==> src/rtl/dmem_port_arbiter.sv <==
// Purpose: arbitrates the single-port data memory between the pipeline MEM stage
//          (priority) and a loader/debug requester. A starvation FSM forces a loader
//          slot after MAX_WAIT blocked cycles by stalling the pipeline for one cycle.
// Ports:
//   clk, reset                     clock, synchronous active-high reset
//   p_read/p_write/p_addr/p_wdata  MEM-stage access; p_rdata load data (comb)
//   stall                          pipeline must replay its access (comb)
//   l_req/l_we/l_addr/l_wdata      loader request, held until l_gnt
//   l_gnt                          loader access performed this cycle (comb)
//   l_rdata/l_valid                registered loader read data and 1-cycle valid
//   mem_*                          data_mem interface (asynchronous read)
//   forced_cnt                     saturating count of forced grants
module dmem_port_arbiter #(
   parameter int unsigned MAX_WAIT = 4,
   parameter int unsigned CNT_W    = 16,
   parameter int unsigned WORD_W   = 32
) (
   input  logic              clk,
   input  logic              reset,
   input  logic              p_read,
   input  logic              p_write,
   input  logic [WORD_W-1:0] p_addr,
   input  logic [WORD_W-1:0] p_wdata,
   output logic [WORD_W-1:0] p_rdata,
   output logic              stall,
   input  logic              l_req,
   input  logic              l_we,
   input  logic [WORD_W-1:0] l_addr,
   input  logic [WORD_W-1:0] l_wdata,
   output logic              l_gnt,
   output logic [WORD_W-1:0] l_rdata,
   output logic              l_valid,
   output logic              mem_read,
   output logic              mem_write,
   output logic [WORD_W-1:0] mem_address,
   output logic [WORD_W-1:0] mem_write_data,
   input  logic [WORD_W-1:0] mem_read_data,
   output logic [CNT_W-1:0]  forced_cnt
);

   localparam int unsigned WCNT_W = $clog2(MAX_WAIT + 1);

   typedef enum logic [1:0] {S_IDLE, S_WAIT, S_FORCE} state_t;

   state_t              r_state;
   state_t              w_next_state;
   logic [WCNT_W-1:0]   r_wait_cnt;
   logic [WCNT_W-1:0]   w_next_cnt;
   logic                r_l_valid;
   logic [WORD_W-1:0]   r_l_rdata;
   logic [CNT_W-1:0]    r_forced_cnt;
   logic                w_p_active;
   logic                w_gnt;
   logic                w_force_gnt;
   logic                w_rd_gnt;

   assign w_p_active = p_read | p_write;
   assign w_rd_gnt   = w_gnt & ~l_we;

   // State register and loader read-data / forced-grant counters
   always_ff @(posedge clk) begin
      if (reset) begin
         r_state      <= S_IDLE;
         r_wait_cnt   <= '0;
         r_l_valid    <= 1'b0;
         r_l_rdata    <= '0;
         r_forced_cnt <= '0;
      end else begin
         r_state    <= w_next_state;
         r_wait_cnt <= w_next_cnt;
         r_l_valid  <= w_rd_gnt;
         if (w_rd_gnt) begin
            r_l_rdata <= mem_read_data;
         end
         if (w_force_gnt && (r_forced_cnt != {CNT_W{1'b1}})) begin
            r_forced_cnt <= r_forced_cnt + CNT_W'(1);
         end
      end
   end

   // Next-state logic and grant decision
   always_comb begin
      w_next_state = r_state;
      w_next_cnt   = r_wait_cnt;
      w_gnt        = 1'b0;
      w_force_gnt  = 1'b0;
      case (r_state)
         S_IDLE: begin
            if (l_req) begin
               if (!w_p_active) begin
                  w_gnt = 1'b1;
               end else if (MAX_WAIT == 1) begin
                  w_next_state = S_FORCE;
               end else begin
                  w_next_state = S_WAIT;
                  w_next_cnt   = WCNT_W'(1);
               end
            end
         end
         S_WAIT: begin
            if (!l_req) begin
               w_next_state = S_IDLE;
               w_next_cnt   = '0;
            end else if (!w_p_active) begin
               w_gnt        = 1'b1;
               w_next_state = S_IDLE;
               w_next_cnt   = '0;
            end else if (r_wait_cnt == WCNT_W'(MAX_WAIT - 1)) begin
               w_next_state = S_FORCE;
            end else begin
               w_next_cnt = r_wait_cnt + WCNT_W'(1);
            end
         end
         S_FORCE: begin
            w_next_state = S_IDLE;
            w_next_cnt   = '0;
            if (l_req) begin
               w_gnt       = 1'b1;
               w_force_gnt = 1'b1;
            end
         end
         default: begin
            w_next_state = S_IDLE;
            w_next_cnt   = '0;
         end
      endcase
      // No memory access may be granted while reset is held
      if (reset) begin
         w_gnt       = 1'b0;
         w_force_gnt = 1'b0;
      end
   end

   // Memory port steering: loader owns the port only in a grant cycle
   always_comb begin
      l_gnt          = w_gnt;
      stall          = w_force_gnt & w_p_active;
      mem_read       = p_read & ~reset;
      mem_write      = p_write & ~reset;
      mem_address    = p_addr;
      mem_write_data = p_wdata;
      p_rdata        = mem_read_data;
      if (w_gnt) begin
         mem_read       = ~l_we;
         mem_write      = l_we;
         mem_address    = l_addr;
         mem_write_data = l_wdata;
         p_rdata        = '0;
      end
   end

   assign l_valid    = r_l_valid;
   assign l_rdata    = r_l_rdata;
   assign forced_cnt = r_forced_cnt;

endmodule

==> config.mk <==
export PLATFORM = sky130hd
export DESIGN_NAME = dmem_port_arbiter
export DESIGN_NICKNAME = d
export VERILOG_FILES = /design/src/rtl/dmem_port_arbiter.sv
export SDC_FILE = /design/constraint.sdc
export NUM_CORES = 1
export LEC_CHECK = 0
export CAP_MARGIN = 25
export CORE_UTILIZATION = 23
export CTS_BUF_LIST = sky130_fd_sc_hd__clkbuf_4 sky130_fd_sc_hd__clkbuf_8
export DETAILED_ROUTE_END_ITERATION = 10
export PLACE_DENSITY = 0.68
export SLEW_MARGIN = 20
export SYNTH_ARGS = -nofsm -noshare
export SYNTH_HDL_FRONTEND = slang
export SYNTH_SLANG_ARGS = --single-unit
==> constraint.sdc <==
create_clock -name clk -period 4.3 [get_ports clk]
set_clock_uncertainty 0.15 [all_clocks]
set_input_delay 0.645 -clock clk [delete_from_list [all_inputs] [get_ports clk]]
set_output_delay 0.645 -clock clk [all_outputs]
set_load 0.02 [all_outputs]
Word-level counts from Yosys, hierarchy flattened

Cells that the tools add are included.

Memories: 0
Register bits: 54
ROM bits: 0
Logic and storage cells: 51
Latch bits: 0
RAM bits: 0
Input port bits: 166

Reduce and logical (&&, ||, !) cells: 5
$lt $le $gt $ge: 0
Bitwise logic cells: 7
$mul: 0
Shifts and indexed selects: 0
Add/sub/neg operators: 2
Divide/modulo/power cells: 0
Eq/ne operators: 8
Muxes and demuxes: 24

Operator list:

| kind                                                             | number |
|---|---|
| 32-bit two-way mux                                               | 3 |
| 16-bit by 1-bit adder with 16-bit output (second input constant) | 1 |
| 16-bit != test (second input constant)                           | 1 |
| 3-bit two-way mux                                                | 5 |
| 2-bit two-way mux                                                | 5 |
| 1-bit two-way mux                                                | 8 |
| 4-bit != test (second input constant)                            | 2 |
| 3-bit case mux with 2 select lines                               | 1 |
| 3-bit AND reduction                                              | 2 |
| 1-bit AND                                                        | 4 |
| 2-bit != test (second input constant)                            | 2 |
| 2-bit case mux with 2 select lines                               | 1 |
| 3-bit by 1-bit adder with 3-bit output (second input constant)   | 1 |
| 3-bit by 2-bit == test with 1-bit output (second input constant) | 1 |
| 2-bit by 1-bit == test with 1-bit output (second input constant) | 1 |
| 2-bit == test (second input constant)                            | 1 |
| 2-bit logical NOT                                                | 1 |
| 1-bit NOT                                                        | 2 |
| 1-bit case mux with 2 select lines                               | 1 |
| 2-bit OR reduction                                               | 1 |
| 1-bit logical AND                                                | 1 |
| 1-bit bitwise OR                                                 | 1 |

Longest topological paths before layout

Depth after elaboration: 6
Gate-level depth with buffers: 8
Mapped depth without buffers: 6

Worst setup path after synthesis

Ideal clock, no wire load.

Path type: input-to-output
Start: in p_write
End: out mem_address[22]
Required time: 3.505 ns
Buffers on the path: 1
Arrival time: 1.970 ns
Slack: 1.535 ns
Stages on the path: 6
Cells stage by stage: or3_1 a21o_1 inv_1 clkbuf_1 nand2_1 nand2_1

Word-level cells in the longest chain between the ends: 6

Ends and longest elaborated chain:

| what                               | RTL line | text |
|---|---|---|
| start: declaration                 | 21       | `input logic p_write,` |
| 1-bit bitwise OR                   | 57       | `assign w_p_active = p_read \| p_write;` |
| 1-bit two-way mux                  | 90, 104  |  |
| 1-bit two-way mux                  | 101      | `if (!l_req) begin` |
| 1-bit case mux with 2 select lines | 87       | `case (r_state)` |
| 1-bit two-way mux                  | 128      | `if (reset) begin` |
| via l_gnt                          | 30       | `output logic l_gnt,` |
| 32-bit two-way mux                 | 143      | `if (w_gnt) begin` |
| end: declaration                   | 35       | `output logic [WORD_W-1:0] mem_address,` |

The timed path passes the listed nets, and every way through them passes these cells.

Worst setup path in the final report

Start: in p_write
End: out mem_write_data[22]

Word-level cells in the longest chain between the ends: 6

Ends and longest elaborated chain:

| what                               | RTL line | text |
|---|---|---|
| 1-bit bitwise OR                   | 57       |  |
| 1-bit two-way mux                  | 90, 104  |  |
| 1-bit two-way mux                  | 101      |  |
| 1-bit case mux with 2 select lines | 87       |  |
| 1-bit two-way mux                  | 128      |  |
| 32-bit two-way mux                 | 143      |  |
| end: declaration                   | 36       | `output logic [WORD_W-1:0] mem_write_data,` |

Every way passes these cells.

==> results.py <==
metrics = {
    "clocking": {
        "cts.sinks": 54,
        "cts_repair_resize_count": 0,
        "post_cts_buffers": 0,
        "clkLatencyLatePin_ns": 0.31,
        "cts_tree": "done",
        "cts_buffer_depth": 2,
        "cts_buffers": 5,
        "path_clk_slew_ns": 0.09,
        "htreeDepth": 2,
        "clockRootBuffer": "clkbuf_8",
        "ctsHoldBuffers": 0,
    },
    "timing": {
        "hold_viol_final": 0,
        "rsz0062_at_grt": "no",
        "fmax_mhz": 260,
        "fin_setup_tns_ns": 0,
        "holdWs_ns": 0.326,
        "tightest_slew_ns": 0.720,
        "maxSlewViolCount": 0,
        "max_slew_margin_pct": 51.6,
        "setup_viol": 0,
        "finalCritPeriodShare_pct": 89.3,
        "period_minus_slack_ns": 3.84,
    },
    "floorplanning": {
        "rows": 43,
        "chipWidth_um": 122,
        "io_pins": 315,
        "core_area_mm2": 0.0139,
        "dieArea_mm2": 0.0149,
        "die_y_um": 122,
        "start_util_pct": 23.7,
    },
    "yosys": {
        "synth.largest_area_cell": "dfxtp_1",
        "netlist_top_cells_area": "dfxtp_1 (33%), nand2_1 (26%), a21oi_1 (6.7%)",
        "syn_inst": 518,
        "synth-seq-area-share_pct": 32.7,
        "yosys_register_bits": 54,
        "syn_area_mm2": 0.00331,
        "ys_warn_count": 0,
        "synth.avg_cell_area_um2": 6.39,
        "netlist.area_leader.share_pct": 32.7,
        "syn-num-nets": 687,
        "ys_async_sr_fraction_pct": 0,
        "synth_edf_count": 0,
        "yosysUniqueCellTypes": 39,
        "synth-main-ff-cell": "dfxtp_1",
    },
    "layout": {
        "drive_gt1_share_pct": 2.96,
        "area_growth_pct": 103,
        "fillers": 1395,
        "final_cells": 991,
        "regArea_mm2": 0.00108,
        "n_antenna_cell": 0,
        "multiInputGateArea_mm2": 0.00207,
        "final_util_pct": 48.3,
        "nets": 979,
    },
    "route": {
        "firstDrtPassIters": 4,
        "wl_um": 15500,
        "vias": 4520,
        "first_iter_violations": 230,
        "drtAntennaViolNets": 0,
        "viasPerCell": 4.56,
        "drc": 0,
        "wl_per_cell_um": 15.6,
    },
    "power_and_ir_drop": {
        "intPower_mw": 0.967,
        "cellLeakagePower_nw": 2.59,
        "p_sw_share_pct": 27.8,
        "power.total_mw": 1.34,
        "seq_power_share_pct": 38.0,
        "share_comb_of_total_power_pct": 35.7,
        "clkPwrFrac_pct": 26.3,
        "cellPowerDensity_mw_per_mm2": 199,
        "vdd_drop_max_v": 0.000161,
        "power_switching_mw": 0.372,
    },
    "run": {
        "maxCapViolations": 0,
    },
    "setup_path": {
        "slowest_stage": "clkdlybuf4s50_1",
        "crit_fanout": 13,
        "critPathMaxStageDelay_ns": 0.60,
        "worst_ep_required_time_ns": 3.50,
        "start_kind": "input pin",
        "worstSetupPathType": "in2out",
        "crit_arrival_ns": 3.05,
        "cp_cell_sequence": "clkdlybuf4s50_1, or3_1, a21o_4, inv_2, buf_4, nand2_1, nand2_1, clkdlybuf4s50_1",
        "end_kind": "output port",
    },
    "run_status": {
        "status": "complete, no violations",
    },
    "place": {
        "port_buffers": 314,
        "placedCellCount": 983,
        "dpl.hpwl_um": 12000,
        "gp_congestion": 0.846,
    },
    "global_routing": {
        "grt_pass1_vias": 4129,
        "grt_max_degree": 131,
        "grt_pass1_wl_um": 22000,
        "gr-usage-all-layers_pct": 19.2,
        "antenna_found_initial": 0,
        "gr-total-overflow": 0,
    },
    "worst_hold_path": {
        "hold_class": "reg2reg",
    },
}
area by class of cell:
type                            count  area share, %
Multi-Input combinational cell    421           30.7
Inverter                            7          0.390
Sequential cell                    54           16.1
Clock buffer                        7           1.25
Tap cell                          180           3.35
Timing Repair Buffer              321           47.8
Clock inverter                      1          0.446
worst max-delay path: cells and delay by family:
family	cells	cell delay, ns
buffers and inverters	4	1.52
AND/OR/NAND/NOR	3	0.62
AO/OA/AOI/OAI	1	0.26
flip-flops by register name (all words and copies together) (netlist names):
name and flops:
l_valid 1, r_state 2, forced_cnt 16, r_wait_cnt 3, l_rdata 32
cell usage after synthesis (2+ instances only):
cell / count
nor2b_1: 2
nor4_1: 5
dfxtp_1: 54
or3_1: 5
nand2_1: 232
nand3_1: 4
o21ai_0: 39
inv_1: 7
o31ai_1: 3
clkbuf_1: 25
o41ai_1: 4
nor4b_1: 2
buf_2: 10
nor2_1: 7
nand2b_1: 2
o311ai_0: 3
ha_1: 3
or4_1: 7
nand4_1: 5
nor3_1: 6
a21oi_1: 44
and2_1: 32
logic make-up after synthesis:
family,Yosys count,share of synthesized area (%)
compound gates,101,17.3
xor+xnor,1,0.265
fa+ha+maj,3,1.13
buf+inv,43,5.48
flops,54,32.7
mux,2,0.643
simple gates,314,42.5
stage by stage:
stage / cell area [µm²] / worst slack, ns
after floorplan: 3310 / 1.53
after global placement: 6610 / 0.455
after detailed placement: 6610 / 0.445
after CTS: 6720 / 0.440
after global routing: 6730 / 0.318
final: 6730 / 0.459
routing by layer:
| layer | share of wire [%] | global-route usage [%] | vias up | wire length (µm) |
|---|---|---|---|---|
| met5 | 0 | 0 | - | 0 |
| met3 | 9.3 | 5.48 | 7 | 1440 |
| met1 | 40 | 22.7 | 2024 | 6130 |
| met2 | 50 | 34.6 | 187 | 7810 |
| li1 | - | - | 2302 | - |
| met4 | 0.58 | 3.24 | 0 | 90 |
path summary, 6_finish.rpt:
path	from	to	slack (ns)	cells after the start
setup / recovery	p_write	mem_write_data[22]	0.46	8
setup reg to reg	r_state[1]	forced_cnt[9]	1.94	4
hold / removal	l_rdata[1]	l_rdata[1]	0.33	2
hold reg to reg	l_rdata[1]	l_rdata[1]	0.33	2
power by group through the flow:
stage / clock network [mW] / logic [mW] / registers, mW
after detailed placement: 0 / 0.480 / 0.521
after CTS: 0.364 / 0.483 / 0.509
after floorplan: 0 / 0.168 / 0.525
after global placement: 0 / 0.480 / 0.520
final: 0.352 / 0.478 / 0.509
after global routing: 0.389 / 0.510 / 0.510
layout by cell type (no fill, tap or decap), drive strengths merged, types with 2 or more instances in the layout:
| master | synthesis | final |
|---|---|---|
| buf | 11 | 8 |
| nand2b | 2 | 2 |
| inv | 7 | 7 |
| nor4 | 5 | 5 |
| nor2 | 7 | 7 |
| o41ai | 4 | 4 |
| nor2b | 2 | 2 |
| nor3 | 6 | 6 |
| o311ai | 3 | 3 |
| dfxtp | 54 | 54 |
| nand3 | 4 | 4 |
| nand2 | 232 | 232 |
| clkbuf | 25 | 7 |
| ha | 3 | 3 |
| o31ai | 3 | 3 |
| nor4b | 2 | 2 |
| or3 | 5 | 5 |
| clkdlybuf4s50 | 0 | 313 |
| and2 | 32 | 32 |
| or4 | 7 | 7 |
| o21ai | 39 | 39 |
| a21oi | 44 | 44 |
| nand4 | 6 | 6 |
Power figures use the tool's default switching activity.
